--- config.mk ---
export PLATFORM = sky130hd
export DESIGN_NAME = ca_sequencer_flat
export DESIGN_NICKNAME = d
export VERILOG_FILES = /design/src/rtl/ca_sequencer_if.sv /design/src/rtl/ca_sequencer.sv /design/src/flat_wrapper.sv
export SDC_FILE = /design/constraint.sdc
export NUM_CORES = 1
export LEC_CHECK = 0
export CAP_MARGIN = 10
export CELL_PAD_IN_SITES_DETAIL_PLACEMENT = 0
export CELL_PAD_IN_SITES_GLOBAL_PLACEMENT = 1
export CORE_MARGIN = 2
export CORE_UTILIZATION = 45
export CTS_CLUSTER_SIZE = 24
export DETAILED_ROUTE_END_ITERATION = 7
export PLACE_DENSITY = 0.85
export SYNTH_ARGS = -nofsm -noshare
export SYNTH_HDL_FRONTEND = slang
export SYNTH_SLANG_ARGS = --single-unit
--- constraint.sdc ---
create_clock -name clk -period 2.8 [get_ports clk]
set_input_delay 0.7 -clock clk [delete_from_list [all_inputs] [get_ports clk]]
set_output_delay 0.7 -clock clk [all_outputs]
set_load 0.01 [all_outputs]
--- src/rtl/ca_sequencer_if.sv ---
`default_nettype none
// ============================================================================
// Module   : ca_sequencer_if
// Purpose  : Instruction-memory port and cell-array broadcast bus of the
//            cellular-automaton sequencer.
// Revision : 1.0 - initial release
// ============================================================================
interface ca_sequencer_if;
    logic [11:0] imem_addr;
    logic [15:0] imem_rdata;
    logic [15:0] instruction;
    logic [11:0] next_program_counter;
    logic [4:0]  next_stack_pointer;
    logic        execution_enable;
    logic        diverge_consensus;

    modport master (
        output imem_addr,
        input  imem_rdata,
        output instruction,
        output next_program_counter,
        output next_stack_pointer,
        output execution_enable,
        input  diverge_consensus
    );

    modport slave (
        input  imem_addr,
        output imem_rdata,
        input  instruction,
        input  next_program_counter,
        input  next_stack_pointer,
        input  execution_enable,
        output diverge_consensus
    );
endinterface
`default_nettype wire

--- src/rtl/ca_sequencer.sv ---
`default_nettype none
// ============================================================================
// Module   : ca_sequencer
// Purpose  : Fetch/decode/execute sequencer broadcasting one instruction per
//            three cycles to a SIMD cell array, with a call/return stack.
// Revision : 1.0 - initial release
// ============================================================================
module ca_sequencer #(
    parameter logic [11:0] ENTRY_PC     = 12'h000,
    parameter int          RSTACK_DEPTH = 32
) (
    input  logic           clk,
    input  logic           rst,
    input  logic           start,
    input  logic [15:0]    generations,
    output logic           busy,
    output logic           done,
    output logic [15:0]    gen_count,
    output logic           stack_error,
    ca_sequencer_if.master bus
);

    localparam logic [2:0] c_ST_IDLE   = 3'd0;
    localparam logic [2:0] c_ST_FETCH  = 3'd1;
    localparam logic [2:0] c_ST_DECODE = 3'd2;
    localparam logic [2:0] c_ST_EXEC   = 3'd3;
    localparam logic [2:0] c_ST_DONE   = 3'd4;

    localparam logic [3:0] c_OP_RET  = 4'hC;
    localparam logic [3:0] c_OP_CALL = 4'hD;
    localparam logic [3:0] c_OP_BRA  = 4'hE;
    localparam logic [3:0] c_OP_HALT = 4'hF;

    localparam logic [4:0] c_SP_MAX = 5'd31;

    logic [2:0]  r_state;
    logic [2:0]  w_state_next;
    logic [11:0] r_pc;
    logic [4:0]  r_sp;
    logic [15:0] r_instruction;
    logic [11:0] r_next_pc;
    logic [4:0]  r_next_sp;
    logic [15:0] r_gen_count;
    logic [15:0] r_generations;
    logic        r_stack_error;
    logic [11:0] r_rstack [RSTACK_DEPTH];

    logic [3:0]  w_opcode;
    logic [11:0] w_target;
    logic [11:0] w_pc_inc;
    logic [4:0]  w_sp_dec;
    logic [11:0] w_next_pc;
    logic [4:0]  w_next_sp;
    logic        w_push;
    logic        w_stack_fault;
    logic        w_exec_halt;
    logic [15:0] w_gen_inc;
    logic        w_last_gen;
    logic        w_exec_en;

    // Decode looks at the raw memory word; EXEC looks at the latched copy.
    assign w_opcode    = bus.imem_rdata[15:12];
    assign w_target    = bus.imem_rdata[11:0];
    assign w_pc_inc    = r_pc + 12'd1;
    assign w_sp_dec    = r_sp - 5'd1;
    assign w_exec_halt = (r_instruction[15:12] == c_OP_HALT);
    assign w_gen_inc   = r_gen_count + 16'd1;
    assign w_last_gen  = (w_gen_inc == r_generations);

    always_ff @(posedge clk or posedge rst) begin
        if (rst) begin
            r_state <= c_ST_IDLE;
        end else begin
            r_state <= w_state_next;
        end
    end

    always_comb begin
        w_state_next = r_state;
        busy         = 1'b1;
        done         = 1'b0;
        w_exec_en    = 1'b0;
        case (r_state)
            c_ST_IDLE: begin
                busy = 1'b0;
                if (start) begin
                    w_state_next = (generations == 16'd0) ? c_ST_DONE : c_ST_FETCH;
                end
            end
            c_ST_FETCH:  w_state_next = c_ST_DECODE;
            c_ST_DECODE: w_state_next = c_ST_EXEC;
            c_ST_EXEC: begin
                if (w_exec_halt) begin
                    w_state_next = w_last_gen ? c_ST_DONE : c_ST_FETCH;
                end else begin
                    w_exec_en    = 1'b1;
                    w_state_next = c_ST_FETCH;
                end
            end
            c_ST_DONE: begin
                done         = 1'b1;
                w_state_next = c_ST_IDLE;
            end
            default: w_state_next = c_ST_IDLE;
        endcase
    end

    always_comb begin
        w_next_pc     = w_pc_inc;
        w_next_sp     = r_sp;
        w_push        = 1'b0;
        w_stack_fault = 1'b0;
        case (w_opcode)
            c_OP_BRA: begin
                if (bus.diverge_consensus) begin
                    w_next_pc = w_target;
                end
            end
            c_OP_CALL: begin
                // The top slot is never filled: a full stack reads as sp==31.
                if (r_sp == c_SP_MAX) begin
                    w_stack_fault = 1'b1;
                end else begin
                    w_push    = 1'b1;
                    w_next_sp = r_sp + 5'd1;
                    w_next_pc = w_target;
                end
            end
            c_OP_RET: begin
                if (r_sp == 5'd0) begin
                    w_stack_fault = 1'b1;
                end else begin
                    w_next_sp = w_sp_dec;
                    w_next_pc = r_rstack[w_sp_dec];
                end
            end
            default: ;
        endcase
    end

    always_ff @(posedge clk) begin
        if ((r_state == c_ST_DECODE) && w_push) begin
            r_rstack[r_sp] <= w_pc_inc;
        end
    end

    always_ff @(posedge clk or posedge rst) begin
        if (rst) begin
            r_pc          <= 12'd0;
            r_sp          <= 5'd0;
            r_instruction <= 16'd0;
            r_next_pc     <= 12'd0;
            r_next_sp     <= 5'd0;
            r_gen_count   <= 16'd0;
            r_generations <= 16'd0;
            r_stack_error <= 1'b0;
        end else begin
            case (r_state)
                c_ST_IDLE: begin
                    if (start) begin
                        r_gen_count   <= 16'd0;
                        r_generations <= generations;
                        if (generations != 16'd0) begin
                            r_pc          <= ENTRY_PC;
                            r_sp          <= 5'd0;
                            r_stack_error <= 1'b0;
                        end
                    end
                end
                c_ST_DECODE: begin
                    r_instruction <= bus.imem_rdata;
                    r_next_pc     <= w_next_pc;
                    r_next_sp     <= w_next_sp;
                    if (w_stack_fault) begin
                        r_stack_error <= 1'b1;
                    end
                end
                c_ST_EXEC: begin
                    if (w_exec_halt) begin
                        r_gen_count <= w_gen_inc;
                        if (!w_last_gen) begin
                            r_pc <= ENTRY_PC;
                            r_sp <= 5'd0;
                        end
                    end else begin
                        r_pc <= r_next_pc;
                        r_sp <= r_next_sp;
                    end
                end
                default: ;
            endcase
        end
    end

    assign gen_count                = r_gen_count;
    assign stack_error              = r_stack_error;
    assign bus.imem_addr            = r_pc;
    assign bus.instruction          = r_instruction;
    assign bus.next_program_counter = r_next_pc;
    assign bus.next_stack_pointer   = r_next_sp;
    assign bus.execution_enable     = w_exec_en;

endmodule
`default_nettype wire
--- src/flat_wrapper.sv ---
// flat-port wrapper written by rule: the top's interface ports become plain ports
module ca_sequencer_flat 
#(
    parameter logic [11:0] ENTRY_PC     = 12'h000,
    parameter int          RSTACK_DEPTH = 32
)
  (clk, rst, start, generations, busy, done, gen_count, stack_error, bus_imem_addr, bus_imem_rdata, bus_instruction, bus_next_program_counter, bus_next_stack_pointer, bus_execution_enable, bus_diverge_consensus);
  ca_sequencer_if bus_i ();
  input  logic clk;
  input  logic rst;
  input  logic start;
  input  logic [15:0] generations;
  output logic busy;
  output logic done;
  output logic [15:0] gen_count;
  output logic stack_error;
  output wire logic [$bits(bus_i.imem_addr)-1:0] bus_imem_addr;
  input wire logic [$bits(bus_i.imem_rdata)-1:0] bus_imem_rdata;
  output wire logic [$bits(bus_i.instruction)-1:0] bus_instruction;
  output wire logic [$bits(bus_i.next_program_counter)-1:0] bus_next_program_counter;
  output wire logic [$bits(bus_i.next_stack_pointer)-1:0] bus_next_stack_pointer;
  output wire logic [$bits(bus_i.execution_enable)-1:0] bus_execution_enable;
  input wire logic [$bits(bus_i.diverge_consensus)-1:0] bus_diverge_consensus;
  assign bus_imem_addr = bus_i.imem_addr;
  assign bus_i.imem_rdata = bus_imem_rdata;
  assign bus_instruction = bus_i.instruction;
  assign bus_next_program_counter = bus_i.next_program_counter;
  assign bus_next_stack_pointer = bus_i.next_stack_pointer;
  assign bus_execution_enable = bus_i.execution_enable;
  assign bus_i.diverge_consensus = bus_diverge_consensus;
  ca_sequencer #(.ENTRY_PC(ENTRY_PC), .RSTACK_DEPTH(RSTACK_DEPTH)) u_core (.clk(clk), .rst(rst), .start(start), .generations(generations), .busy(busy), .done(done), .gen_count(gen_count), .stack_error(stack_error), .bus(bus_i));
endmodule
[Word-level counts from Yosys, hierarchy flattened]
Memory sizes are Yosys's and may differ from the RTL's.
Cells that the tools add are included.
W data, S select, Z words.
Cells by class
  $add $sub $neg: 4
  $mul: 0
  div/mod/pow operators: 0
  order comparisons: 0
  equality and inequality tests: 15
  shift-type cells: 0
  multiplexer cells: 40
  bitwise logic cells: 0
  reductions and logical operators: 11
Operator list (count)
  $mux W12: 7
  $pmux W12 S3: 1
  $mux W16: 2
  $pmux W16 S2: 1
  $mux W5: 6
  $pmux W12 S2: 1
  $pmux W5 S2: 2
  $add A16 B1 Y16 const B: 1
  $eq A16 B16 Y1: 1
  $eq A4 B4 Y1 const B: 4
  $logic_not A16 Y1: 1
  $reduce_bool A16 Y1: 1
  $mux W1: 13
  $add A12 B1 Y12 const B: 1
  $mux W3: 4
  $pmux W3 S4: 1
  $reduce_and A4 Y1: 2
  $eq A3 B2 Y1 const B: 2
  $ne A2 B1 Y1 const B: 3
  $add A5 B1 Y5 const B: 1
  $eq A5 B5 Y1 const B: 1
  $logic_not A5 Y1: 1
  $sub A5 B1 Y5 const B: 1
  $pmux W1 S2: 2
  9 further kinds: 10
Storage, ports and cells
  register bits after elaboration: 86
  latch bits: 0
  bits in writable memories: 384
  bits in read-only memories: 0
  bits of input ports: 36
  output and inout port bits: 65
  word-level logic and storage cells: 80
  memories kept: 1
Memory list
  u_core.r_rstack: words 32, bits a word 12, read ports 1, clocked after Yosys merged registers in 0, wr ports 1, line ca_sequencer.sv:46  | logic [11:0] r_rstack [RSTACK_DEPTH];

[Depth between registers and ports, before layout]
  depth after elaboration: 6
  depth in mapped cells: 13
  mapped depth without buffers: 8

[Worst setup path before layout]
Ideal clock, no wire load.
  path kind: register -> register
  start: reg u_core.r_sp[0]
  end: reg u_core.r_next_pc[7], in the netlist u_core.bus.next_program_counter[7]
  setup time: 142 ps
  data arrival time: 2760 ps
  data required time: 2658 ps
  slack: -102 ps
  cell stages (with the launch flop): 14
  path buffers: 6
  period minus slack after synthesis: 2902 ps
  cells stage by stage: dfrtp_1 > clkbuf_1 > buf_2 > buf_2 > inv_1 > ha_1 > clkbuf_1 > buf_2 > clkbuf_1 > mux4_2 > nand2_1 > nand3_1 > nand4_1 > a31oi_1
On the way
  word-level cells in the longest chain between the ends: 4
  elaborated cells between the ends (all ways): 7
  those cells by class: add/sub (1); eq/ne (1); mux (3); reduce/logical (1); memory (1)
Ends and longest elaborated chain
  start: declaration: line ca_sequencer.sv:39  | logic [4:0] r_sp;
  start signal: assignment: line ca_sequencer.sv:187  | r_sp <= r_next_sp;
  $sub A5 B1 Y5: line ca_sequencer.sv:65  | assign w_sp_dec = r_sp - 5'd1;
  $mem_v2 Z32 W12
  $mux W12: line ca_sequencer.sv:130  | if (r_sp == 5'd0) begin
  $pmux W12 S3 *: line ca_sequencer.sv:113  | case (w_opcode)
  end signal: assignment: line ca_sequencer.sv:172  | r_next_pc <= w_next_pc;
  end: declaration: line ca_sequencer.sv:41  | logic [11:0] r_next_pc;
Mark *: on every way between the ends. The rest lies on a longest branch, timed or not.
A chain may end at the register's enable or synchronous reset.

[Final worst setup path]
  start: reg u_core.r_state[0]
  end: out busy
On the way
  word-level cells in the longest chain between the ends: 2
Ends and longest elaborated chain
  start: declaration: line ca_sequencer.sv:36  | logic [2:0] r_state;
  start signal: assignment: line ca_sequencer.sv:72  | r_state <= c_ST_IDLE;
  start signal: assignment: line ca_sequencer.sv:74  | r_state <= w_state_next;
  $logic_not A3 Y1: line ca_sequencer.sv:83  | case (r_state)
  $mux W1: line ca_sequencer.sv:83
  end: declaration: line flat_wrapper.sv:13  | output logic busy;
No other way between the ends.

==> impl_metrics.toml <==
[sta]
finalSetupViolCount = 0
period_needed_ns = 2.68
fmax_mhz = 373
finalHoldViolations = 0
skew_ns = 0.0439
min_period_over_period_pct = 95.7
setup_slack_ns = 0.121
relSlewSlack_pct = 39.2
max_slew.worst_pin.slew_ns = 0.911
grt_setup_unrepaired = "false"
slew_viol_final = 0

[global_route]
grt_busiest_layer = "met2"
grt_max_degree = 87
grt_usage_pct = 21.9
use_met2_pct = 34.2
grt_antenna_before_repair = 0
use_met1_pct = 30.6
grt_pass1_vias = 11733
met3_usage_pct = 5.34
grt-ovfl-total = 0
grt_pass1_wl_mm = 73.4

[layout]
antenna_cells = 0
area_growth_pct = 19.8
layout.nets = 1440
stdcell_area_sq_um = 23500
drive_above_1_share_pct = 23.1
fin_util_pct = 54.6

[run]
cap_violations = 0

[synth]
synthArstFlopShare_pct = 18.3
yosys-top-cells-count = "384 x edfxtp_1, 132 x nand2_1, 96 x mux4_2, 86 x dfrtp_1, 64 x nor2_1"
synth_cell_types = 64
yosys_warnings = 0
yosysMostFrequentCell = "edfxtp_1"
syn_area_sq_um = 19600
synth_top_area_cell = "edfxtp_1"
avgSynthCellArea_sq_um = 16.2
synth_edf_count = 384
synth_top_area_share_pct = 58.7
ys_seq_area_share_pct = 69.6
synth-seq-cells = 470
ys.flop_type = "edfxtp_1"
synthTopCellsByArea = "edfxtp_1 59%, mux4_2 11%, dfrtp_1 11%"
synthesis.instances = 1213

[outcome]
status = "complete, no violations"

[floorplanning]
fp.dieW_um = 213
die_y_um = 213
die_area_sq_um = 45400
io_pins = 101
rows = 76
coreArea_sq_um = 43100
start_util_pct = 45.6

[place]
placed_cell_area_sq_um = 22100
preCtsSetupSlack_ns = -0.101
dpl.hpwl_mm = 31.6
port_buffers = 100
gp_congestion = 0.879

[pwr]
ir_drop_v = 0.000553
leakagePower_nw = 8.06
finalPower_mw = 25.4
power_density_nw_per_um2 = 1080

[route]
viasPerCell = 5.95
dr.pass1.iters = 7
routed_wirelength_mm = 49.3
vias = 11996
drc_errors = 0
post_drt_wl_per_cell_um = 24.4
ant_nets = 0
drt_iter0_markers = 1280

[clock_tree]
cts_buffers = 47
post-cts-setup-buffers = 0
cts_hold_buf = 0
tritoncts = "done"
clk_pin_slew_ns = 0.06
clk-insertion-delay-late_ns = 0.59
cts_root_buffer = "clkbuf_16"
clock-sinks = 470
htree_levels = 2
clk_path_buf_depth = 3

[setup_path]
path_cells = "or3_4 -> clkdlybuf4s50_1"
cp_max_fo = 8
cp_top_family = "buffers and inverters"
crit_path_end_kind = "primary output"
cp_num_buf_inv = 1
required_ns = 2.10
critical_path_class = "reg2out"
slowest_delay_ns = 0.49
worst_path_max_delay_cell = "clkdlybuf4s50_1"
worstPathArrival_ns = 1.98
crit_path_start_kind = "flop"

[worst_hold_path]
hp-class = "reg2reg"
## layout by cell type (no fill, tap or decap), drive strengths merged, types with 21 or more instances in the layout
master         synthesis  routed
a22oi                 30      30
a31oi                 25      25
buf                   33      98
clkbuf                41      57
clkdlybuf4s50          0      99
clkinv                 0      21
dfrtp                 86      86
edfxtp               384     384
mux2                  33      33
mux4                  96      96
nand2                133     133
nand3                 52      52
nand4                 25      25
nor2                  65      65
o21ai                 43      43
xnor2                 24      24
## layer usage
layer / vias up / wire [um]
met5: - / 0
met4: 0 / 1300
met3: 83 / 5160
met2: 678 / 23000
met1: 6126 / 19800
li1: 5109 / -
## worst reg2reg max path: cells and delay by family (launching register included)
kind | cells | cell delay [ns]
AND/OR/NAND/NOR | 3 | 1.06
flip-flops | 1 | 0.47
buffers and inverters | 2 | 0.41
multiplexers | 1 | 0.26
adder cells (fa/ha/maj) | 1 | 0.16
XOR/XNOR | 1 | 0.12
## registers in the layout, indices dropped and copies added (netlist names)
| register | flops |
|---|---|
| u_core.bus.next_stack_pointer | 5 |
| u_core.bus.instruction | 16 |
| u_core.bus.imem_addr | 12 |
| u_core.r_rstack | 384 |
| u_core.stack_error | 1 |
| u_core.bus.next_program_counter | 12 |
| u_core.r_sp | 5 |
| u_core.r_state | 3 |
| u_core.gen_count | 16 |
| u_core.r_generations | 16 |
## repair_timing
action,CTS,global route
pin swaps,0,0
setup endpoints to repair,3,4
gates resized for setup,3,2
## kinds of logic (layout without fill, tap and decap cells)
kind of cell               Yosys count  in the layout  share of synthesized area, %
DFF                                470            470                          69.6
and+or+nand+nor                    336            336                          8.40
AOI/OAI and AO/OA                  145            145                          4.72
muxes                              137            137                          13.3
buffers and inverters               81            288                          1.80
xor gates and xnor gates            36             36                          1.67
adders and majority gates            7              7                         0.446
other                                1             12                        0.0191
## final timing paths
path	start	endpoint	slack, ns	cells past startpoint
max	u_core.r_state[0]	busy	0.12	2
max reg2reg	u_core.r_sp[0]	u_core.bus.next_stack_pointer[0]	0.16	8
max in group asynchronous	rst	u_core.gen_count[7]	1.77	3
min	u_core.bus.instruction[11]	u_core.bus.instruction[11]	0.51	1
min in group asynchronous	rst	u_core.bus.instruction[3]	0.59	3
min reg2reg	u_core.bus.instruction[11]	u_core.bus.instruction[11]	0.51	1
## power by group
group          total [mW]  leakage, nW  internal (mW)  switching [mW]
Clock                5.89        0.696           3.26            2.63
Combinational        9.76         2.82           3.88            5.88
Sequential           9.80         4.54           9.18           0.619
Total                25.4         8.06           16.3            9.12
## stage by stage
stage / TNS (ns) / hold slack [ns] / cells
2_1_floorplan: 0 / 0.449 / 1224
5_1_grt: 0 / 0.524 / 2016
3_3_place_gp: -1.85 / 0.482 / 1933
6_report: 0 / 0.509 / 2016
4_1_cts: 0 / 0.509 / 2016
3_5_place_dp: -1.34 / 0.497 / 1933
## layout make-up
cell class / instances / area (sq um)
fillers: 3287 / 19500
repair buffers: 198 / 1860
clock inverters: 26 / 188
inverters: 7 / 30.0
clock buffers: 57 / 1240
well taps: 585 / 732
flip-flops and latches: 470 / 13700
multi-input cells: 673 / 5800
Note: power is estimated with default switching activity, not from simulation.
